`config.mk`:
```
export PLATFORM = sky130hd
export DESIGN_NAME = booth_radix4_seq_mul_flat
export DESIGN_NICKNAME = d
export VERILOG_FILES = /design/src/rtl/booth_pkg.sv /design/src/rtl/booth_radix4_seq_mul_if.sv /design/src/rtl/booth_pp_select.sv /design/src/rtl/booth_radix4_seq_mul.sv /design/src/flat_wrapper.sv
export SDC_FILE = /design/constraint.sdc
export NUM_CORES = 1
export LEC_CHECK = 0
export ABC_AREA = 1
export BUFFER_PORTS_ARGS = -buffer_cell sky130_fd_sc_hd__buf_4
export CORE_AREA = 3 3 147 149
export CTS_CLUSTER_DIAMETER = 60
export DETAILED_ROUTE_END_ITERATION = 7
export DIE_AREA = 0 0 150 152
export PLACE_DENSITY_LB_ADDON = 0.3
export SYNTH_ARGS = -nofsm -noshare
export SYNTH_HDL_FRONTEND = slang
export SYNTH_HIERARCHICAL = 1
export SYNTH_SLANG_ARGS = --single-unit
```
`constraint.sdc`:
```
create_clock -name clk -period 4 [get_ports clk]
set_input_delay 0.8 -clock clk [delete_from_list [all_inputs] [get_ports clk]]
set_output_delay 0.8 -clock clk [all_outputs]
set_load 0.01 [all_outputs]
```
`src/rtl/booth_pkg.sv`:
```
// Shared Booth radix-4 definitions: digit-select encoding, window decoder, FSM states.
package booth_pkg;

  typedef struct packed {
    logic zero;
    logic one;
    logic two;
    logic neg1;
    logic neg2;
  } booth_sel_t;

  typedef enum logic [1:0] {
    IDLE,
    RUN,
    DONE
  } booth_state_t;

  // Window {y[2i+1], y[2i], y[2i-1]} to one-hot digit select.
  function automatic booth_sel_t booth_decode(input logic [2:0] win);
    booth_sel_t sel;
    sel = '0;
    case (win)
      3'b000, 3'b111: sel.zero = 1'b1;
      3'b001, 3'b010: sel.one  = 1'b1;
      3'b011:         sel.two  = 1'b1;
      3'b100:         sel.neg2 = 1'b1;
      default:        sel.neg1 = 1'b1;  // 101, 110
    endcase
    return sel;
  endfunction

endpackage

```
`src/rtl/booth_radix4_seq_mul_if.sv`:
```
// Operand/product valid-ready bus of the sequential Booth multiplier.
interface booth_radix4_seq_mul_if #(
  parameter int WIDTH = 16
);
  logic                 in_valid;
  logic                 in_ready;
  logic [WIDTH-1:0]     multiplicand;
  logic [WIDTH-1:0]     multiplier;
  logic                 out_valid;
  logic                 out_ready;
  logic [2*WIDTH-1:0]   product;
  logic                 busy;

  modport master (
    output in_valid, multiplicand, multiplier, out_ready,
    input  in_ready, out_valid, product, busy
  );

  modport slave (
    input  in_valid, multiplicand, multiplier, out_ready,
    output in_ready, out_valid, product, busy
  );
endinterface

```
`src/rtl/booth_pp_select.sv`:
```
// Combinational Booth partial-product selector: 0, +-X or +-2X (unshifted).
module booth_pp_select
  import booth_pkg::*;
#(
  parameter int PW = 32
) (
  input  logic [2:0]    window,
  input  logic [PW-1:0] x,
  output logic [PW-1:0] pp
);

  booth_sel_t sel;

  // Decode the window and pick the matching multiple of X.
  always_comb begin
    sel = booth_decode(window);
    pp  = '0;
    if (sel.zero)      pp = '0;
    else if (sel.one)  pp = x;
    else if (sel.two)  pp = x << 1;
    else if (sel.neg1) pp = -x;
    else if (sel.neg2) pp = -(x << 1);
  end

endmodule

```
`src/rtl/booth_radix4_seq_mul.sv`:
```
// Sequential signed radix-4 Booth multiplier, one digit per cycle, valid/ready on both sides.
module booth_radix4_seq_mul
  import booth_pkg::*;
#(
  parameter int WIDTH = 16
) (
  input  logic                    clk,
  input  logic                    rst_n,
  booth_radix4_seq_mul_if.slave   bus
);

  localparam int DIGITS = WIDTH / 2;
  localparam int CW     = (DIGITS > 1) ? $clog2(DIGITS) : 1;
  localparam int PW     = 2 * WIDTH;

  booth_state_t     state, state_nxt;
  logic [CW-1:0]    cnt;
  logic [PW-1:0]    x_sh;
  logic [WIDTH-1:0] y_sr;
  logic             prev;
  logic [PW-1:0]    acc;
  logic [PW-1:0]    pp;
  logic             in_ready_w, out_valid_w, busy_w;
  logic             last_digit;

  assign last_digit = (cnt == CW'(DIGITS - 1));

  // X is pre-shifted each digit, so the selector output already carries the 2i weight.
  booth_pp_select #(.PW(PW)) u_pp_select (
    .window (({y_sr[1], y_sr[0], prev})),
    .x      (x_sh),
    .pp     (pp)
  );

  // State register.
  always_ff @(posedge clk or negedge rst_n) begin
    if (!rst_n) state <= IDLE;
    else        state <= state_nxt;
  end

  // Next-state logic.
  always_comb begin
    state_nxt = state;
    case (state)
      IDLE:    if (bus.in_valid && in_ready_w) state_nxt = RUN;
      RUN:     if (last_digit)                 state_nxt = DONE;
      DONE:    if (out_valid_w && bus.out_ready) state_nxt = IDLE;
      default: state_nxt = IDLE;
    endcase
  end

  // Handshake outputs decoded from the registered state only.
  always_comb begin
    in_ready_w  = (state == IDLE);
    busy_w      = (state == RUN);
    out_valid_w = (state == DONE);
  end

  // Operand latch, multiplier/multiplicand shift registers, digit counter and accumulator.
  always_ff @(posedge clk or negedge rst_n) begin
    if (!rst_n) begin
      cnt  <= '0;
      x_sh <= '0;
      y_sr <= '0;
      prev <= 1'b0;
      acc  <= '0;
    end else begin
      case (state)
        IDLE: begin
          if (bus.in_valid && in_ready_w) begin
            x_sh <= {{WIDTH{bus.multiplicand[WIDTH-1]}}, bus.multiplicand};
            y_sr <= bus.multiplier;
            prev <= 1'b0;
            acc  <= '0;
            cnt  <= '0;
          end
        end
        RUN: begin
          acc  <= acc + pp;
          x_sh <= x_sh << 2;
          y_sr <= y_sr >> 2;
          prev <= y_sr[1];
          cnt  <= cnt + CW'(1);
        end
        default: ;
      endcase
    end
  end

  assign bus.in_ready  = in_ready_w;
  assign bus.out_valid = out_valid_w;
  assign bus.busy      = busy_w;
  assign bus.product   = acc;

endmodule

```
`src/flat_wrapper.sv`:
```
// flat-port wrapper written by rule: the top's interface ports become plain ports
module booth_radix4_seq_mul_flat import booth_pkg::*;
#(
  parameter int WIDTH = 16
)
  (clk, rst_n, bus_in_valid, bus_multiplicand, bus_multiplier, bus_out_ready, bus_in_ready, bus_out_valid, bus_product, bus_busy);
  booth_radix4_seq_mul_if #(.WIDTH(WIDTH)) bus_i ();
  input  logic clk;
  input  logic rst_n;
  input wire logic [$bits(bus_i.in_valid)-1:0] bus_in_valid;
  input wire logic [$bits(bus_i.multiplicand)-1:0] bus_multiplicand;
  input wire logic [$bits(bus_i.multiplier)-1:0] bus_multiplier;
  input wire logic [$bits(bus_i.out_ready)-1:0] bus_out_ready;
  output wire logic [$bits(bus_i.in_ready)-1:0] bus_in_ready;
  output wire logic [$bits(bus_i.out_valid)-1:0] bus_out_valid;
  output wire logic [$bits(bus_i.product)-1:0] bus_product;
  output wire logic [$bits(bus_i.busy)-1:0] bus_busy;
  assign bus_i.in_valid = bus_in_valid;
  assign bus_i.multiplicand = bus_multiplicand;
  assign bus_i.multiplier = bus_multiplier;
  assign bus_i.out_ready = bus_out_ready;
  assign bus_in_ready = bus_i.in_ready;
  assign bus_out_valid = bus_i.out_valid;
  assign bus_product = bus_i.product;
  assign bus_busy = bus_i.busy;
  booth_radix4_seq_mul #(.WIDTH(WIDTH)) u_core (.clk(clk), .rst_n(rst_n), .bus(bus_i));
endmodule
```
======== Word level (Yosys, flattened, before mapping) ========
Index checks and enable logic that the tools add are counted.
word-level totals
  input bits .............................. 36
  logic and storage cells ................. 54
  flip-flop bits (word level) ............. 86
cells by class
  reduce and logical (&&, ||, !) cells .... 10
  equal/unequal tests ..................... 11
  $add $sub $neg .......................... 4
  multiplexer cells ....................... 23
operators with widths
  cell                                                             count
  32-bit two-way mux                                               7
  32-bit one-hot mux with 2 select lines                           2
  32-bit negation                                                  2
  32-bit adder                                                     1
  16-bit one-hot mux with 2 select lines                           1
  16-bit two-way mux                                               1
  3-bit == test, second input constant                             3
  3-bit by 2-bit == test with 1-bit output, second input constant  2
  2-bit two-way mux                                                3
  2-bit one-hot mux with 3 select lines                            1
  3-bit one-hot mux with 2 select lines                            1
  6-bit OR reduction                                               1
  1-bit two-way mux                                                5
  2-bit != test, second input constant                             2
  2-bit OR reduction                                               2
  3-bit by 1-bit adder with 3-bit output, second input constant    1
  3-bit by 1-bit == test with 1-bit output, second input constant  1
  3-bit logical NOT                                                1
  3-bit two-way mux                                                1
  3-bit AND reduction                                              1
  2-bit by 1-bit == test with 1-bit output, second input constant  1
  2-bit == test, second input constant                             1
  1-bit logical AND                                                2
  2-bit logical NOT                                                1
  4 further kinds                                                  4

======== Longest topological paths before layout ========
  word-level depth ........................ 9
  gate-level depth with buffers ........... 24

======== Cells and area by module ========
The synthesis kept the hierarchy.
modules (own cells, without submodules)
  module                times used  area each (µm²)  cells each
  booth_radix4_seq_mul  1           5881.9           871
  booth_pp_select       1           2225.9           423

======== Worst setup path after synthesis ========
No wires, ideal clock.
  path type ............................... register -> register
  start ................................... register u_core.prev
  end ..................................... register u_core.acc[28], in the netlist u_core/bus.product[28]
  clock period less this slack ............ 2.898 ns
  setup time .............................. 0.117 ns
  stages on the path, launching flop included .. 21
  slack ................................... 1.102 ns
  required time ........................... 3.883 ns
  arrival time ............................ 2.781 ns
  path through ............................ dfrtp_1 > inv_1 > ha_1 > inv_1 > nand2_1 > inv_2 > buf_4 > o21ai_1 > a221oi_1 > inv_1 > fa_1 > inv_1 > nand3_1 > nand3_1 > nand3_1 > nand3_1 > nand2_1 > nand2_1 > nand2_1 > nand3_1 > nand2_1
between the ends
  longest elaborated chain between the ends .. 9
  elaborated cells on any way between the ends .. 20
RTL lines
  what                                        line                        text
  start: declaration                          booth_radix4_seq_mul.sv:20  logic prev;
  start signal: assignment                    booth_radix4_seq_mul.sv:82  prev <= y_sr[1];
  3-bit == test                               booth_pkg.sv:22             case (win)
  1-bit two-way mux                           booth_pkg.sv:22
  32-bit two-way mux                          booth_pp_select.sv:22       else if (sel.neg2) pp = -(x << 1);
  32-bit two-way mux                          booth_pp_select.sv:21       else if (sel.neg1) pp = -x;
  32-bit two-way mux                          booth_pp_select.sv:20       else if (sel.two) pp = x << 1;
  32-bit two-way mux                          booth_pp_select.sv:19       else if (sel.one) pp = x;
  32-bit two-way mux (*)                      booth_pp_select.sv:18       if (sel.zero) pp = '0;
  via u_core.pp[1]                            booth_radix4_seq_mul.sv:22  logic [PW-1:0] pp;
  32-bit adder (*)                            booth_radix4_seq_mul.sv:79  acc <= acc + pp;
  32-bit one-hot mux with 2 select lines (*)  booth_radix4_seq_mul.sv:68  case (state)
  end signal: assignment                      booth_radix4_seq_mul.sv:79
  end: declaration                            booth_radix4_seq_mul.sv:21  logic [PW-1:0] acc;
The timed path passes the listed nets; every way through them passes the cells marked *.
A chain may end at the register's enable or synchronous reset.

======== Final worst setup path ========
  start ................................... register u_core.prev
  end ..................................... register u_core.acc[26], in the netlist u_core/bus.product[26]
Same word-level chain as after synthesis.

==> impl_metrics.py <==
metrics = {
    "run_status": {
        "outcome": "finished, final reports clean",
    },
    "worst_setup_path": {
        "cp.arrival_ns": 3.83,
        "path_cells": "inv_1, ha_1, inv_1, nand2_1, inv_2, o21ai_1, a221oi_1, inv_1, fa_1, inv_1, nand2_1, nand3_2, nand2_1, nand2_1, nand2_1, nand2_1, nand2_1, nand3_1, nand2_1",
        "r2r_start": "u_core/prev",
        "crit_path_end_kind": "register",
        "critPathLaunchType": "register",
        "crit_slowest_cell": "a221oi_1",
        "crit_required_ns": 4.26,
        "slowest_delay_ns": 0.42,
        "worst-path-max-fanout": 20,
        "r2r_end": "u_core/bus.product[26]",
        "crit_type": "register to register",
        "rr_worst_depth": 19,
        "critPathTopFamily": "simple AND/OR/NAND/NOR gates",
        "rrSetupSlack_ns": 0.43,
        "crit_top_cell": "nand2_1",
        "worst-path-buf-inv": 5,
    },
    "detailed_routing": {
        "drc_errors": 0,
        "wl_met1_um": 11280,
        "wl_um": 23730,
        "drt-pass1-iter-count": 6,
        "via_per_inst": 5.174,
        "wl_met3_um": 1286,
        "wl_met2_um": 10780,
        "num_vias": 8361,
        "drtIter0Drc": 732,
        "wl_per_cell_um": 14.68,
        "highest-signal-layer": "met4",
        "postRouteAntennaNets": 0,
    },
    "sta": {
        "relSlewSlack": 0.3630,
        "fin_skew_ns": 0.01436,
        "rsz0062_at_grt": "false",
        "worst_pin_slew_ns": 0.9555,
        "hold_viol": 0,
        "setup_tns_ns": 0,
        "final_max_slew_viol_count": 0,
        "period_share": 0.8918,
        "max_freq_ghz": 0.2803,
        "fin_crit_ns": 3.567,
        "setup_viol": 0,
    },
    "synthesis": {
        "synth_warnings": 6,
        "syn_nets": 1369,
        "ys_ff_latch": 86,
        "synth.most_common_cell": "nand2_1",
        "synthCells": 1294,
        "synth-edff-count": 0,
        "yosysTopAreaCell": "dfrtp_1",
        "synth_area_sq_um": 8108,
        "synth_top_cell_area_share": 0.2654,
        "synth_common_cells": "435 x nand2_1, 172 x inv_1, 100 x a21oi_1, 94 x nor2_1, 93 x nand3_1",
        "yosysSeqAreaShare": 0.2654,
        "synthTopCellsByArea": "dfrtp_1 27%, nand2_1 20%, inv_1 8.0%",
        "synth.distinct_cells": 45,
        "synth.avg_cell_area_sq_um": 6.266,
        "synth_flop_cell": "dfrtp_1",
        "synthArstFlopShare": 1.000,
    },
    "grt": {
        "grt_usage": 0.2106,
        "antenna_found_initial": 0,
        "grt_pass1_vias": 7660,
        "overflow": 0,
        "grt_pass1_wl_um": 39090,
        "grt_max_degree": 71,
    },
    "cts": {
        "cts_buffer_depth": 2,
        "cts.sinks": 86,
        "htreeDepth": 3,
        "cts_resized": 0,
        "clock-root-buffer": "clkbuf_16",
        "tritoncts": "yes",
        "cts_hold_buf": 0,
        "path_clk_slew_ns": 0.08,
        "cts_setup_buffers": 0,
        "cts_buffers": 9,
        "clock_latency_ns": 0.37,
    },
    "placement": {
        "dp_hpwl_um": 18120,
        "gp_congestion": 0.9430,
        "port_buffers": 70,
    },
    "finish": {
        "final_layout_size_suffix_gt1_frac": 0.1308,
        "post-route-util": 0.4477,
        "nets": 1416,
        "area_growth_pct": 12.08,
        "fill_cells": 2211,
        "antenna_cells": 0,
    },
    "floorplanning": {
        "dieArea_sq_um": 22800,
        "boundaryPins": 71,
        "die_x_um": 150,
        "num_rows": 52,
        "dieHeight_um": 152,
        "start_util": 0.3994,
        "core_area_sq_um": 20300,
    },
    "hold_path": {
        "whs_endpoint": "u_core/y_sr[3]",
        "hold_path_depth": 2,
        "min_from": "u_core/y_sr[3]",
        "hp-class": "register to register",
    },
    "job": {
        "cap_violations": 0,
    },
}
routing by layer:
| metal | global-route usage | up-vias |
|---|---|---|
| met4 | 0.05664 | 0 |
| met1 | 0.3013 | 3854 |
| met2 | 0.3358 | 234 |
| met3 | 0.02592 | 26 |
| li1 | - | 4247 |
| met5 | 0 | - |
per-stage QoR:
stage / hold WS (ns) / area (sq um) / instances / setup slack, ns
detailed placement: 0.4785 / 8778 / 1600 / 0.4708
CTS: 0.4984 / 9087 / 1616 / 0.4532
global route: 0.5204 / 9087 / 1616 / 0.02147
finish: 0.4963 / 9087 / 1616 / 0.4328
global placement: 0.4726 / 8778 / 1600 / 0.5289
floorplan: 0.4537 / 8108 / 1294 / 1.102
worst max-delay path by stage:
stage                        start                      to  slack (ns)  cells past startpoint
floorplan              u_core/prev  u_core/bus.product[28]        1.10                     20
global placement       u_core/prev  u_core/bus.product[26]        0.53                     19
detailed placement     u_core/prev  u_core/bus.product[26]        0.47                     19
CTS                    u_core/prev  u_core/bus.product[26]        0.45                     19
global route        u_core/y_sr[0]  u_core/bus.product[28]        0.02                     20
finish                 u_core/prev  u_core/bus.product[26]        0.43                     19
layout make-up:
cell class / count / area [sq um] / share of cell area
multi-input cells: 979 / 4994 / 0.5495
well taps: 270 / 337.8 / 0.03717
repair buffers: 80 / 600.6 / 0.06609
inverters: 185 / 694.4 / 0.07641
clock buffers: 9 / 225.2 / 0.02478
clock inverters: 7 / 83.83 / 0.009225
flip-flops and latches: 86 / 2152 / 0.2368
kinds of logic after synthesis:
family	count (synthesis)	share of synthesized area
simple gates	687	0.3673
compound gates	237	0.1702
xor+xnor	16	0.01728
buf+inv	229	0.1187
fa+ha+maj	39	0.06111
flops	86	0.2654
cell usage in the layout, fill, tap and decap left out, types with 3 or more instances in the layout:
| cell type | n |
|---|---|
| nand2_1 | 435 |
| inv_1 | 172 |
| a21oi_1 | 100 |
| nor2_1 | 94 |
| nand3_1 | 93 |
| dfrtp_1 | 86 |
| buf_4 | 80 |
| o21ai_0 | 68 |
| ha_1 | 38 |
| o21ai_1 | 20 |
| inv_2 | 13 |
| nand2_2 | 13 |
| nor2_2 | 10 |
| nor3_1 | 10 |
| xor2_1 | 10 |
| clkbuf_16 | 9 |
| nor2_4 | 9 |
| o21ai_2 | 9 |
| a21oi_2 | 8 |
| o22ai_1 | 6 |
| xnor2_1 | 6 |
| a221oi_2 | 6 |
| a22o_1 | 5 |
| nand4_1 | 5 |
| nand2_4 | 5 |
| nand3b_1 | 4 |
| inv_8 | 3 |
| o21bai_1 | 3 |
| o211ai_1 | 3 |
worst register-to-register path, cell delays in order (launching register included):
cell      delay (ns)
dfrtp_1         0.39
inv_1           0.08
ha_1            0.35
inv_1           0.07
nand2_1         0.19
inv_2           0.36
o21ai_1         0.11
a221oi_1        0.42
inv_1           0.11
fa_1            0.42
inv_1           0.11
nand2_1         0.07
nand3_2         0.10
nand2_1         0.07
nand2_1         0.18
nand2_1         0.14
nand2_1         0.10
nand2_1         0.06
nand3_1         0.08
nand2_1         0.05
flip-flops by register name, summed over array words and instances (netlist names):
signal / flops
u_core/bus.product: 32
u_core/x_sh: 32
u_core/y_sr: 16
u_core/cnt: 3
u_core/state: 2
u_core/prev: 1
Power is left out: the tool's default activity adds up to more than one toggle a clock period on the data nets, which glitch-free logic cannot reach.
